==> src/rtl/icu_wide_core.sv <==
// icu_wide_core: DATA_W-bit industrial control unit core.
// Each instruction takes two enabled clocks. On the FETCH edge the word on
// instr_in is latched into the instruction register. On the EXECUTE edge the
// instruction is applied and the program counter advances.
// The core has an on-chip return-address stack. A JMP pushes the return
// address and an RTN pops it.
//
// Enable semantics: run is a plain clock enable with no handshake. While run is
// low, every register holds its value, including the phase. The one-cycle
// strobes data_we, flgo and flgf are set on an EXECUTE edge and cleared on the
// next FETCH edge. If run is low in between, a strobe stays high until that
// FETCH edge happens.
module icu_wide_core #(
   parameter int DATA_W      = 8,
   parameter int PC_W        = 8,
   parameter int STACK_DEPTH = 4
) (
   input  logic              clk_in,
   input  logic              rst,
   input  logic              run,
   output logic [PC_W-1:0]   pc_addr,
   input  logic [PC_W+3:0]   instr_in,
   input  logic [DATA_W-1:0] data_in,
   output logic [DATA_W-1:0] data_out,
   output logic              data_we,
   output logic [DATA_W-1:0] rr,
   output logic              flgo,
   output logic              flgf,
   output logic              skip_out,
   output logic              state_out,
   output logic              stack_err
);

   // Stack pointer counts 0..STACK_DEPTH. Entry indices only need 0..STACK_DEPTH-1.
   localparam int SP_W  = $clog2(STACK_DEPTH + 1);
   localparam int IDX_W = (STACK_DEPTH > 1) ? $clog2(STACK_DEPTH) : 1;

   localparam logic [SP_W-1:0] SP_ONE  = SP_W'(1);
   localparam logic [SP_W-1:0] SP_FULL = SP_W'(STACK_DEPTH);
   localparam logic [PC_W-1:0] PC_ONE  = PC_W'(1);

   localparam logic [0:0] ST_FETCH = 1'b0;
   localparam logic [0:0] ST_EXEC  = 1'b1;

   localparam logic [3:0] OP_NOPO = 4'h0;
   localparam logic [3:0] OP_LD   = 4'h1;
   localparam logic [3:0] OP_LDC  = 4'h2;
   localparam logic [3:0] OP_AND  = 4'h3;
   localparam logic [3:0] OP_ANDC = 4'h4;
   localparam logic [3:0] OP_OR   = 4'h5;
   localparam logic [3:0] OP_ORC  = 4'h6;
   localparam logic [3:0] OP_XNOR = 4'h7;
   localparam logic [3:0] OP_STO  = 4'h8;
   localparam logic [3:0] OP_STOC = 4'h9;
   localparam logic [3:0] OP_IEN  = 4'hA;
   localparam logic [3:0] OP_OEN  = 4'hB;
   localparam logic [3:0] OP_JMP  = 4'hC;
   localparam logic [3:0] OP_RTN  = 4'hD;
   localparam logic [3:0] OP_SKZ  = 4'hE;
   localparam logic [3:0] OP_NOPF = 4'hF;

   // Architectural registers
   logic [0:0]        r_state;
   logic [PC_W-1:0]   r_pc;
   logic [PC_W+3:0]   r_ir;
   logic [DATA_W-1:0] r_rr;
   logic              r_ien;
   logic              r_oen;
   logic              r_skip;
   logic [DATA_W-1:0] r_data_out;
   logic              r_data_we;
   logic              r_flgo;
   logic              r_flgf;
   logic              r_stack_err;
   logic [SP_W-1:0]   r_sp;
   logic [PC_W-1:0]   r_stack [STACK_DEPTH];

   // Decode / next-state wires
   logic [3:0]        w_opcode;
   logic [PC_W-1:0]   w_operand;
   logic              w_fetch_en;
   logic              w_exec_en;
   logic [DATA_W-1:0] w_d;
   logic [PC_W-1:0]   w_pc_inc;
   logic              w_stack_full;
   logic              w_stack_empty;
   logic [SP_W-1:0]   w_sp_dec;
   logic [IDX_W-1:0]  w_push_idx;
   logic [IDX_W-1:0]  w_pop_idx;
   logic [DATA_W-1:0] w_rr_nxt;
   logic              w_rr_load;
   logic [PC_W-1:0]   w_pc_nxt;
   logic              w_push;
   logic              w_pop;
   logic              w_stack_fault;
   logic              w_store;
   logic [DATA_W-1:0] w_store_val;
   logic              w_ien_load;
   logic              w_oen_load;
   logic              w_skip_set;
   logic              w_nopo;
   logic              w_nopf;

   assign w_opcode      = r_ir[PC_W+3:PC_W];
   assign w_operand     = r_ir[PC_W-1:0];
   assign w_fetch_en    = run && (r_state == ST_FETCH);
   assign w_exec_en     = run && (r_state == ST_EXEC);
   assign w_d           = r_ien ? data_in : '0;
   assign w_pc_inc      = r_pc + PC_ONE;
   assign w_stack_full  = (r_sp == SP_FULL);
   assign w_stack_empty = (r_sp == '0);
   assign w_sp_dec      = r_sp - SP_ONE;
   assign w_push_idx    = r_sp[IDX_W-1:0];
   assign w_pop_idx     = w_sp_dec[IDX_W-1:0];

   // Instruction decode.
   // A pending skip turns the current instruction into a plain PC increment.
   always_comb begin
      w_rr_nxt      = r_rr;
      w_rr_load     = 1'b0;
      w_pc_nxt      = w_pc_inc;
      w_push        = 1'b0;
      w_pop         = 1'b0;
      w_stack_fault = 1'b0;
      w_store       = 1'b0;
      w_store_val   = r_rr;
      w_ien_load    = 1'b0;
      w_oen_load    = 1'b0;
      w_skip_set    = 1'b0;
      w_nopo        = 1'b0;
      w_nopf        = 1'b0;
      if (!r_skip) begin
         case (w_opcode)
            OP_NOPO: w_nopo = 1'b1;
            OP_LD:   begin w_rr_load = 1'b1; w_rr_nxt = w_d;             end
            OP_LDC:  begin w_rr_load = 1'b1; w_rr_nxt = ~w_d;            end
            OP_AND:  begin w_rr_load = 1'b1; w_rr_nxt = r_rr & w_d;      end
            OP_ANDC: begin w_rr_load = 1'b1; w_rr_nxt = r_rr & ~w_d;     end
            OP_OR:   begin w_rr_load = 1'b1; w_rr_nxt = r_rr | w_d;      end
            OP_ORC:  begin w_rr_load = 1'b1; w_rr_nxt = r_rr | ~w_d;     end
            OP_XNOR: begin w_rr_load = 1'b1; w_rr_nxt = ~(r_rr ^ w_d);   end
            OP_STO:  begin w_store = 1'b1; w_store_val = r_rr;           end
            OP_STOC: begin w_store = 1'b1; w_store_val = ~r_rr;          end
            OP_IEN:  w_ien_load = 1'b1;
            OP_OEN:  w_oen_load = 1'b1;
            OP_JMP: begin
               // The jump is always taken. Only the push is dropped on overflow.
               w_pc_nxt = w_operand;
               if (w_stack_full) w_stack_fault = 1'b1;
               else              w_push        = 1'b1;
            end
            OP_RTN: begin
               // On underflow, fall through to pc+1.
               if (w_stack_empty) begin
                  w_stack_fault = 1'b1;
               end else begin
                  w_pop    = 1'b1;
                  w_pc_nxt = r_stack[w_pop_idx];
               end
            end
            OP_SKZ:  w_skip_set = (r_rr == '0);
            OP_NOPF: w_nopf = 1'b1;
            default: w_nopo = 1'b0;
         endcase
      end
   end

   // Two-phase sequencer: FETCH -> EXECUTE -> FETCH, advancing only while run is high.
   always_ff @(posedge clk_in or negedge rst) begin
      if (!rst)            r_state <= ST_FETCH;
      else if (w_fetch_en) r_state <= ST_EXEC;
      else if (w_exec_en)  r_state <= ST_FETCH;
   end

   // Instruction register: captures the ROM word at the end of FETCH.
   always_ff @(posedge clk_in or negedge rst) begin
      if (!rst)            r_ir <= '0;
      else if (w_fetch_en) r_ir <= instr_in;
   end

   // Program counter: updated once per instruction, on the EXECUTE edge.
   always_ff @(posedge clk_in or negedge rst) begin
      if (!rst)           r_pc <= '0;
      else if (w_exec_en) r_pc <= w_pc_nxt;
   end

   // Result register and the input/output enable latches.
   always_ff @(posedge clk_in or negedge rst) begin
      if (!rst) begin
         r_rr  <= '0;
         r_ien <= 1'b1;
         r_oen <= 1'b1;
      end else if (w_exec_en) begin
         if (w_rr_load)  r_rr  <= w_rr_nxt;
         if (w_ien_load) r_ien <= data_in[0];
         if (w_oen_load) r_oen <= data_in[0];
      end
   end

   // Skip flag: set by SKZ when rr is zero, and consumed by the next EXECUTE.
   always_ff @(posedge clk_in or negedge rst) begin
      if (!rst)           r_skip <= 1'b0;
      else if (w_exec_en) r_skip <= w_skip_set;
   end

   // Store data holds between stores. OEN gates only the write strobe.
   always_ff @(posedge clk_in or negedge rst) begin
      if (!rst)                      r_data_out <= '0;
      else if (w_exec_en && w_store) r_data_out <= w_store_val;
   end

   // One-instruction strobes: set on EXECUTE and cleared on the following FETCH edge.
   always_ff @(posedge clk_in or negedge rst) begin
      if (!rst) begin
         r_data_we <= 1'b0;
         r_flgo    <= 1'b0;
         r_flgf    <= 1'b0;
      end else if (w_fetch_en) begin
         r_data_we <= 1'b0;
         r_flgo    <= 1'b0;
         r_flgf    <= 1'b0;
      end else if (w_exec_en) begin
         r_data_we <= w_store && r_oen;
         r_flgo    <= w_nopo;
         r_flgf    <= w_nopf;
      end
   end

   // Return-address stack: push stores pc+1 at sp and increments; pop decrements.
   always_ff @(posedge clk_in or negedge rst) begin
      if (!rst) begin
         r_sp <= '0;
         for (int i = 0; i < STACK_DEPTH; i++) r_stack[i] <= '0;
      end else if (w_exec_en) begin
         if (w_push) begin
            r_stack[w_push_idx] <= w_pc_inc;
            r_sp                <= r_sp + SP_ONE;
         end else if (w_pop) begin
            r_sp <= w_sp_dec;
         end
      end
   end

   // Sticky stack error: only reset clears it.
   always_ff @(posedge clk_in or negedge rst) begin
      if (!rst)                            r_stack_err <= 1'b0;
      else if (w_exec_en && w_stack_fault) r_stack_err <= 1'b1;
   end

   assign pc_addr   = r_pc;
   assign data_out  = r_data_out;
   assign data_we   = r_data_we;
   assign rr        = r_rr;
   assign flgo      = r_flgo;
   assign flgf      = r_flgf;
   assign skip_out  = r_skip;
   assign state_out = r_state[0];
   assign stack_err = r_stack_err;

endmodule

==> config.mk <==
export PLATFORM = sky130hd
export DESIGN_NAME = icu_wide_core
export DESIGN_NICKNAME = d
export VERILOG_FILES = /design/src/rtl/icu_wide_core.sv
export SDC_FILE = /design/constraint.sdc
export NUM_CORES = 1
export LEC_CHECK = 0
export CORE_ASPECT_RATIO = 0.9
export CORE_MARGIN = 1
export CORE_UTILIZATION = 30
export CTS_BUF_LIST = sky130_fd_sc_hd__clkbuf_16
export DETAILED_ROUTE_END_ITERATION = 8
export GPL_TIMING_DRIVEN = 0
export PLACE_DENSITY = 0.51
export SYNTH_ARGS = -nofsm -noshare
export SYNTH_HDL_FRONTEND = slang
export SYNTH_SLANG_ARGS = --single-unit
==> constraint.sdc <==
create_clock -name clk_in -period 2.4 [get_ports clk_in]
set_clock_uncertainty 0.1 [all_clocks]
set_input_delay 0.36 -clock clk_in [delete_from_list [all_inputs] [get_ports clk_in]]
set_output_delay 0.36 -clock clk_in [all_outputs]
set_load 0.01 [all_outputs]
* Word-level counts from Yosys, hierarchy flattened
Index checks and enable logic that the tools add are counted.
Widths: inputs -> output; s select.
** Operators by class
- Add/subtract/negate cells :: 3
- $lt $le $gt $ge :: 3
- Equality and inequality tests :: 16
- Muxes and demuxes :: 47
- Bitwise logic cells :: 12
- Reduce and logical (&&, ||, !) cells :: 19
** Operator list (number)
- $mux 8 :: 8
- $pmux 8 s7 :: 1
- $bwmux 32 :: 1
- $eq 4x4->1 const B :: 8
- $mux 1 :: 31
- $not 8->8 :: 3
- $and 8x8->8 :: 2
- $bmux 8 s2 :: 1
- $demux 8 s2 :: 1
- $eq 4x3->1 const B :: 4
- $or 8x8->8 :: 2
- $pmux 8 s2 :: 1
- $add 8x1->8 const B :: 1
- $eq 4x2->1 const B :: 2
- $logic_not 8->1 :: 1
- $reduce_and 2->1 :: 4
- $xor 8x8->8 :: 1
- $reduce_bool 7->1 :: 1
- $reduce_or 7->1 :: 1
- $ge 3x3->1 const B :: 2
- $logic_and 1x1->1 :: 6
- $mux 3 :: 2
- $not 2->3 :: 2
- $eq 4x1->1 const B :: 1
- other kinds (11) :: 13
** Storage, ports and cells
- Register bits after elaboration :: 79
- Output and inout bits :: 30
- Logic and storage cells :: 117

* Logic depth before layout (Yosys ltp)
Gate-level depths: netlist of the first run.
- Depth in word-level cells :: 8
- Mapped depth :: 9
- Depth with buffers taken out :: 7

* Least setup slack after synthesis of the first run
Ideal clock, no wire load.
- Path kind :: flip-flop to flip-flop
- Start :: reg r_sp[0]
- End :: reg r_pc[0] (netlist: pc_addr[0])
- Setup time :: 0.124 ns
- Data arrival time :: 2.076 ns
- Required time :: 2.176 ns
- Path slack :: 0.100 ns
- Stages on the path, launching flop included :: 9
- Buffers on the path :: 2
- Period minus slack after synthesis :: 2.300 ns
- Cell sequence :: dfrtp_1 -> buf_2 -> inv_1 -> ha_1 -> buf_1 -> mux4_2 -> nand2_2 -> a311oi_1 -> a211o_1
** On the way
- Word-level cells in the longest chain between the ends :: 8
- Elaborated cells on any way between the ends :: 9
** Ends and longest elaborated chain
- start: declaration :: line 75 : logic [SP_W-1:0] r_sp;
- start signal: assignment :: line 237 : r_sp <= r_sp + SP_ONE;
- start signal: assignment :: line 239 : r_sp <= w_sp_dec;
- $sub 3x1->3 :: line 112 : assign w_sp_dec = r_sp - SP_ONE;
- via w_sp_dec[0] :: line 87 : logic [SP_W-1:0] w_sp_dec;
- $not 2->3 (not written as such) :: line 158 : w_pc_nxt = r_stack[w_pop_idx];
- $bmux 8 s2 :: line 158
- $mux 8 (not written as such) (2 in series) :: line 158
- $mux 8 :: line 154 : if (w_stack_empty) begin
- $pmux 8 s2 :: line 133 : case (w_opcode)
- $mux 8 :: line 132 : if (!r_skip) begin
- end signal: assignment :: line 184 : else if (w_exec_en) r_pc <= w_pc_nxt;
- end: declaration :: line 64 : logic [PC_W-1:0] r_pc;
The timed path passes the listed nets, and every way through them passes these cells. The select of a mux whose other input is x is not followed.
A chain may end at the register's enable or synchronous reset.

* Final worst setup path of the first run
- Start :: reg r_sp[0]
- End :: reg r_pc[7] (netlist: pc_addr[7])
The elaborated chain is that of the path after synthesis.

==> metrics, run 1 <==
status finished clean; crit path DAT 2.39 ns; Initial Utilization 0.311; Final Non-Filler Cells 633; average via count per standard cell 5.14; Seq pwr share 0.354; endpoints failing hold 0; vias in the first global route 3343; Period Utilization, post-route 0.953; total grt overflow 0; number of port buffers 52; Crit. End Element flop; Die X 124 µm; core box area 12900 µm²; Synth Flop Type dfrtp_1; Hold Path Class input port to async pin; gpl congestion 0.760; DR iter-0 viols 257; area of the multi-input gates 1900 µm²; routed via count 3255; PD cells 1240 nW/µm²; reg2reg path depth 10; Net Sw Frac 0.376; clk sink count 79; Ys Warns 0; Crit Path Class flop to flop; Num CTS Buffers 9; Ant. Diodes 0; max-slew violations 0; Bufs on Longest Clock Path 2; final setup fails 0; final core occ 0.401; CP startpoint kind flop; die area 13800 µm²; Synth async-reset ratio 1.00; initial antenna violation count 0; number of synthesized flops with an enable pin 0; site row count 39; crit path buf inv count 4; largest net degree at the start of global routing 54; root buffer cell clkbuf_16; Post-Syn Instances 390; worst-margin pin slew 0.837 ns; # H-tree levels 3; Tmin final 2.29 ns; Mean Syn Cell Area 10.3 µm²; met2 wire len 5.06 mm; first-pass GRT wire length 17.9 mm; # DRC 0; clk slew on worst S/H paths 0.06 ns; max incr delay on CP 0.39 ns; Die Ht 112 µm; layout cell share with drive strength beyond 1 0.166; mapped cell area 4010 µm²; Top Layer Used met4; syn nets 419; logic gate share of total power 0.422; worst rel slew slack 0.442; num ports 53; DRT Wirelength 11.0 mm; CTS tree done; critical path's top delay family compound AO/OA/AOI/OAI gates; max cap viols 0; worst hold slack 0.377 ns; Routed WL per cell 17.5 µm; Max Clk Rate 437 MHz; DR pass1 iterations 4; post-synthesis sequential area ratio 0.494; Clock Power Share 0.224; Worst path most repeated cell buf_4; Yosys cell types 47; Yosys reg bits 79; Crit-path slowest cell dfrtp_1; clk_lat worst skew 0.34 ns; Net Sw Power 2.41 mW; Sequential cell area 1980 µm²; routed wl met3 404 µm; WP data required 2.50 ns; critical-path maximum fanout 9; Layout Nets 493; Detailed Place HPWL 7.64 mm; fill cell count 1285; CP cell instances buf_8 -> inv_1 -> ha_2 -> nor2b_2 -> a2111oi_4 -> buf_4 -> buf_4 -> a31oi_1 -> o21ai_0 -> o211ai_1; Internal 3.98 mW; Area Growth Syn to Fin 28.8%; total track usage 0.174; worst vdd ir 0.000442 V; LEAKAGE 2.18 nW; Post-DRT Antenna Nets 0; Critical Path Stages 10; placed cells 607; met1 wire length 5.46 mm
==> registers in the layout (all words and copies together), names as in the netlist, 3 cells and up <==
| signal | flops |
|---|---|
| r_stack | 32 |
| pc_addr | 8 |
| data_out | 8 |
| r_ir | 12 |
| rr | 8 |
| r_sp | 3 |
==> worst paths after layout <==
check / slack, ns / end / startpoint
max in group asynchronous: 1.17 / r_ien / rst
setup reg to reg: 0.11 / pc_addr[7] / r_sp[0]
min in group clk_in: 0.38 / r_stack[19] / r_stack[19]
hold reg to reg: 0.38 / r_stack[19] / r_stack[19]
hold / removal: 0.38 / r_ir[3] / rst
setup / recovery: 0.11 / pc_addr[7] / r_sp[0]
==> cell usage in the layout (no fill, tap or decap), types with 3 or more instances in the layout <==
cell,n
mux2i_1,3
nand4_1,3
nand3_1,3
ha_1,5
dfrtp_1,77
xor2_1,5
xnor2_1,14
buf_2,10
buf_4,12
inv_1,9
nand2_1,55
a21oi_1,33
clkdlybuf4s50_1,51
clkbuf_1,7
o21ai_0,48
nor2_1,19
clkbuf_16,9
mux4_2,8
a22oi_1,10
nand2b_1,11
o21ai_1,6
mux2_2,17
nand3b_1,3
a31oi_1,9
==> through the flow <==
| stage | setup TNS, ns | setup WS, ns | area (µm²) | power, mW |
|---|---|---|---|---|
| final | 0 | 0.112 | 5170 | 6.39 |
| after global routing | -0.0133 | -0.00998 | 5170 | 6.82 |
| after CTS | 0 | 0.0376 | 5120 | 6.40 |
| after detailed placement | -7.30 | -0.440 | 4760 | 4.88 |
| after global placement | -170.24 | -2.10 | 4740 | 4.81 |
| after floorplan | 0 | 0.100 | 4010 | 3.84 |
==> cell usage after synthesis, types with 7 or more instances <==
library cell	n	area [µm²]
nor2_1	20	75.1
mux4_2	8	180
a22oi_1	10	75.1
clkbuf_1	7	26.3
xnor2_1	14	123
inv_1	7	26.3
nand2_1	55	206
mux2_2	17	191
dfrtp_1	77	1930
a31oi_1	9	56.3
o21ai_0	49	245
a21oi_1	33	165
buf_2	11	55.1
nand2b_1	11	68.8
==> per-layer routing <==
metal	track usage	vias up
met5	0	-
met4	0.0522	0
met3	0.0410	10
met2	0.258	63
met1	0.248	1642
li1	-	1540
==> cell families after synthesis <==
kind of cell,Yosys count,synth area share
compound gates,118,0.173
xor+xnor,19,0.0415
fa+ha+maj,6,0.0187
buf+inv,29,0.0334
flops,79,0.494
mux,28,0.100
simple gates,111,0.140
==> power groups by stage <==
stage	sequential, mW	combinational (mW)	clock [mW]
2_1_floorplan	2.21	1.63	0
3_3_place_gp	2.26	2.55	0
3_5_place_dp	2.28	2.60	0
4_1_cts	2.26	2.68	1.46
5_1_grt	2.34	2.97	1.51
6_report	2.26	2.70	1.43
==> cell type report <==
type	instances	area share
multi-input combinational	282	0.369
sequential	79	0.383
timing repair buffer	64	0.122
buffer	21	0.0220
clock buffer	9	0.0436
tap	164	0.0397
inverter	7	0.00509
clock inverter	7	0.0157
==> what timing repair did <==
action                                  4_1_cts  5_1_grt
gates resized for setup                       4        3
endpoints found under the hold margin        26        0
buffers inserted                              5        5
endpoints found under the setup margin       25       21
pin swaps                                     2        2
hold buffers                                  1        0
Note: power is estimated with default switching activity, not from simulation.
==> inputs of run 2 (changes only) <==
--- a/config.mk
+++ b/config.mk
@@ -13,4 +13,5 @@
 export GPL_TIMING_DRIVEN = 0
 export PLACE_DENSITY = 0.51
+export SETUP_SLACK_MARGIN = 0.4
 export SYNTH_ARGS = -nofsm -noshare
 export SYNTH_HDL_FRONTEND = slang
--- a/constraint.sdc
+++ b/constraint.sdc
@@ -3,3 +3,3 @@
 set_input_delay 0.36 -clock clk_in [delete_from_list [all_inputs] [get_ports clk_in]]
 set_output_delay 0.36 -clock clk_in [all_outputs]
-set_load 0.01 [all_outputs]
+set_load 0.05 [all_outputs]
==> metrics, run 2 (synthesized netlist as in run 1, its figures left out) <==
status finished clean; Period Utilization, post-route 0.824 (-0.130); Crit Path Class flop to output pin; number of port buffers 52 (unchanged); DRT Wirelength 11.2 mm (+0.95%); endpoints failing hold 0 (unchanged); Ant. Diodes 0 (unchanged); Crit-path slowest cell clkdlybuf4s50_1; CP startpoint kind flop; worst vdd ir 0.000455 V (+2.9%); Detailed Place HPWL 7.55 mm (-1.1%); Routed WL per cell 17.4 µm (-0.46%); CP Launch Point flgo; crit path DAT 1.52 ns (-0.87 ns); core box area 12900 µm² (unchanged); Top Registers r_stack (32), r_ir (12); # DRC 0 (unchanged); total track usage 0.170 (-0.00397); clk slew on worst S/H paths 0.06 ns (about the same); first-pass GRT wire length 17.8 mm (-0.89%); worst-margin pin slew 0.507 ns (-0.330 ns); total grt overflow 0 (unchanged); FF-to-FF Start r_sp[0]; DR pass1 iterations 5 (+1); WP data required 1.94 ns (-0.56 ns); root buffer cell clkbuf_16; max-slew violations 0 (unchanged); max incr delay on CP 0.81 ns (+0.42 ns); LEAKAGE 2.35 nW (+8.0%); Bufs on Longest Clock Path 2 (unchanged); Max Clk Rate 506 MHz (+16%); crit path buf inv count 1 (-3); Tmin final 1.98 ns (-0.311 ns); average via count per standard cell 5.08 (-1.2%); clk sink count 79 (unchanged); max reg flops 32 (unchanged); Hold Path Class input port to flop; Crit. End Element output pin; RSZ-0062 raised after global routing true; initial antenna violation count 0 (unchanged); Initial Utilization 0.311 (unchanged); die area 13800 µm² (unchanged); Post-DRT Antenna Nets 0 (unchanged); CTS tree done; Top reg by flops r_stack; reg2reg path depth 8 (-2); Hold Startpoint run; gpl congestion 0.814 (+7.1%); Die X 124 µm (unchanged); critical path's top delay family buffers and inverters; final setup fails 0 (unchanged); CP cell instances clkdlybuf4s50_1; max cap viols 0 (unchanged); PD cells 1330 nW/µm² (+7.3%); vias in the first global route 3264 (-2.4%); Layout Nets 504 (+2.2%); site row count 39 (unchanged); clk_lat worst skew 0.33 ns (about the same); num ports 53 (unchanged); Area Growth Syn to Fin 32.4%; dpl ws -0.241 ns (+0.199 ns); setup TNS 0 ns (unchanged); most common cell after layout, fill and taps aside dfrtp_1; worst rel slew slack 0.661 (+0.219); commonest cells after routing, fill and taps aside dfrtp_1, nand2_1, o21ai_0; layout cell share with drive strength beyond 1 0.218 (+0.0513); DR iter-0 viols 210 (-18%); critical-path maximum fanout 2 (-7); # H-tree levels 3 (unchanged); Num CTS Buffers 9 (unchanged); Critical Path Stages 1 (-9); routed via count 3263 (+0.25%); largest net degree at the start of global routing 52 (-3.7%); Die Ht 112 µm (unchanged); final worst slack 0.423 ns (+0.311 ns); hold path cells 2
run 2: what timing repair did:
item	4_1_cts	5_1_grt
setup buffers	15	5
hold buffers	1	0
gates resized for setup	34	26
pin swaps	6	3
endpoints found under the setup margin	76	65
hold endpoints to repair	27	0
run 2: per-stage QoR:
stage | power, mW | hold WS (ns) | utilization | cells | area [µm²]
2_1_floorplan | 4.41 | -0.0356 | - | 390 | 4030
3_5_place_dp | 5.44 | 0.226 | 0.371 | 607 | 4780
5_1_grt | 7.47 | 0.309 | 0.412 | 642 | 5310
4_1_cts | 6.94 | 0.381 | 0.405 | 637 | 5220
6_report | 7.04 | 0.277 | 0.412 | 642 | 5310
3_3_place_gp | 5.39 | 0.359 | 0.369 | 606 | 4760
run 2: per-layer routing:
layer | global-route usage | wire, µm | up-vias
li1 | - | - | 1565
met2 | 0.255 | 5120 | 74
met5 | 0 | 0 | -
met4 | 0.0466 | 136 | 0
met3 | 0.0328 | 491 | 11
met1 | 0.247 | 5400 | 1613
run 2: worst paths after layout:
kind	to	slack (ns)
hold / removal	state_out	0.28
min in group asynchronous	r_stack[27]	0.41
hold reg to reg	r_stack[22]	0.38
setup reg to reg	pc_addr[0]	0.46
max in group asynchronous	r_oen	1.15
setup / recovery	flgo	0.42
run 2: where the power goes:
group          switching [mW]  internal [mW]
combinational            2.01           1.33
clock                   0.532          0.894
sequential              0.478           1.80
total                    3.02           4.02
run 2: cell type report:
| class | count | area (µm²) |
|---|---|---|
| fillers | 1272 | 7570 |
| multi-input cells | 282 | 1950 |
| plain buffers | 22 | 149 |
| clock inverters | 5 | 75.1 |
| clock buffers | 9 | 225 |
| well taps | 164 | 205 |
| repair buffers | 74 | 691 |
| flip-flops and latches | 79 | 1980 |
| inverters | 7 | 33.8 |
==> inputs of run 3 (changes only) <==
- PLACE_DENSITY: 0.51 -> 0.5
- clock period: 2.4 -> 2 ns (I/O delays scaled with it)
==> metrics, run 3 (synthesized netlist as in run 1, its figures left out) <==
average via count per standard cell 5.03 (-1.1%); crit path DAT 2.05 ns (+0.53 ns); routed via count 3382 (+3.6%); Top reg by flops r_stack; worst vdd ir 0.000629 V (+38%); vias in the first global route 3373 (+3.3%); site row count 39 (unchanged); worst-margin pin slew 0.538 ns (+0.0310 ns); Num CTS Buffers 9 (unchanged); max cap viols 0 (unchanged); Bufs on Longest Clock Path 2 (unchanged); Layout Nets 533 (+5.8%); gpl congestion 0.802 (-1.5%); layout cell share with drive strength beyond 1 0.485 (+0.268); # H-tree levels 3 (unchanged); worst rel slew slack 0.642 (-0.0196); CTS tree done; DP Area 4860 µm² (+1.7%); Post-DRT Antenna Nets 0 (unchanged); final worst slack 0.0601 ns (-0.363 ns); num ports 53 (unchanged); root buffer cell clkbuf_16; total grt overflow 0 (unchanged); commonest cells after routing, fill and taps aside dfrtp_1, buf_4, a21oi_1; # DRC 0 (unchanged); critical-path maximum fanout 4 (+2); die area 13800 µm² (unchanged); Die X 124 µm (unchanged); Crit. End Element flop; CP startpoint kind flop; Hold Path Class input port to async pin; Period Utilization, post-route 0.970; final non-filler cell area 6220 µm² (+17%); most common cell after layout, fill and taps aside dfrtp_1; DR iter-0 viols 194 (-7.6%); final setup fails 0 (unchanged); clk_lat worst skew 0.35 ns (+0.02 ns); DRT Wirelength 12.2 mm (+9.3%); status finished clean; number of port buffers 52 (unchanged); Tmin final 1.94 ns; dpl ws -0.400 ns (-0.159 ns); Detailed Place HPWL 7.74 mm (+2.4%); Top Registers r_stack (32), r_ir (12); Routed WL per cell 18.1 µm (+4.3%); max-slew violations 0 (unchanged); largest net degree at the start of global routing 63 (+21%); Area Growth Syn to Fin 55.1%; clk sink count 79 (unchanged); Ant. Diodes 0 (unchanged); WP data required 2.11 ns (+0.17 ns); LEAKAGE 2.60 nW (+11%); Die Ht 112 µm (unchanged); Initial Utilization 0.311 (unchanged); core box area 12900 µm² (unchanged); Crit Path Class flop to flop; first-pass GRT wire length 18.8 mm (+5.6%); clk slew on worst S/H paths 0.06 ns (about the same); Max Clk Rate 515 MHz; PD cells 1600 nW/µm² (+20%); max reg flops 32 (unchanged); RSZ-0062 raised after global routing true; DR pass1 iterations 4 (-1); initial antenna violation count 0 (unchanged); endpoints failing hold 0 (unchanged); total track usage 0.182 (+0.0128)
[run 3: changes by cell type in the layout (fill, tap and decap cells not counted), moves of 9 or more]
cell,before,now
o21ai_0,43,1
nand2_1,55,24
o21ai_2,1,25
buf_6,4,24
nand2_2,2,20
dlygate4sd2_1,18,1
o21ai_1,10,27
clkdlybuf4s15_2,0,14
nand2_4,0,13
clkdlybuf4s50_1,30,20
a31oi_1,9,0
[run 3: area by class of cell]
type                       count  area [µm²]
fill                        1183        6660
multi-input combinational    282        2390
sequential                    79        1990
timing repair buffer         103         982
buffer                        22         244
clock buffer                   9         225
tap                          164         205
clock inverter                 7         144
inverter                       7        37.5
[run 3: repair_timing]
action / CTS / global route
endpoints found under the hold margin: 17 / 0
endpoints found under the setup margin: 100 / 71
gates cloned: 4 / 0
buffers inserted: 29 / 16
hold buffers: 1 / 0
pin swaps: 18 / 30
gates resized for setup: 174 / 146
[run 3: metal layers]
metal,vias up,global-route usage,share of wire
met4,0,0.0530,0.010
met2,53,0.261,0.45
met3,9,0.0379,0.037
met1,1693,0.273,0.50
li1,1627,-,-
met5,-,0,0
[run 3: final timing paths]
kind / start / endpoint / slack, ns / cells past startpoint
setup / recovery: r_sp[0] / pc_addr[7] / 0.06 / 10
hold / removal: rst / r_sp[1] / 0.27 / 2
setup reg to reg: r_sp[0] / pc_addr[7] / 0.06 / 10
hold reg to reg: stack_err / stack_err / 0.39 / 1
max in group asynchronous: rst / r_oen / 0.88 / 3
min in group clk_in: run / state_out / 0.35 / 2
[run 3: report_power, final]
| part | total, mW | internal [mW] | switching [mW] |
|---|---|---|---|
| combinational | 5.09 | 2.18 | 2.90 |
| clock | 2.05 | 1.35 | 0.700 |
| sequential | 2.79 | 2.17 | 0.620 |
[run 3: through the flow]
| step | total power [mW] | cells | TNS (ns) | utilization | hold slack (ns) |
|---|---|---|---|---|---|
| 6_report | 9.93 | 673 | 0 | 0.483 | 0.274 |
| 2_1_floorplan | 5.44 | 390 | 0 | - | -0.0956 |
| 3_5_place_dp | 6.70 | 607 | -17.58 | 0.377 | 0.103 |
| 4_1_cts | 9.18 | 657 | 0 | 0.442 | 0.276 |
| 5_1_grt | 10.4 | 673 | -0.0116 | 0.483 | 0.300 |
| 3_3_place_gp | 6.66 | 606 | -209.94 | 0.375 | 0.356 |
[run 3: worst max-delay path, cell delays in order, from the launching register on]
cell,delay (ns)
dfrtp_1,0.39
buf_12,0.12
inv_8,0.03
ha_4,0.14
nor2b_4,0.14
a2111oi_4,0.31
buf_6,0.18
buf_6,0.11
a31oi_2,0.03
o21ai_1,0.15
o211ai_1,0.10
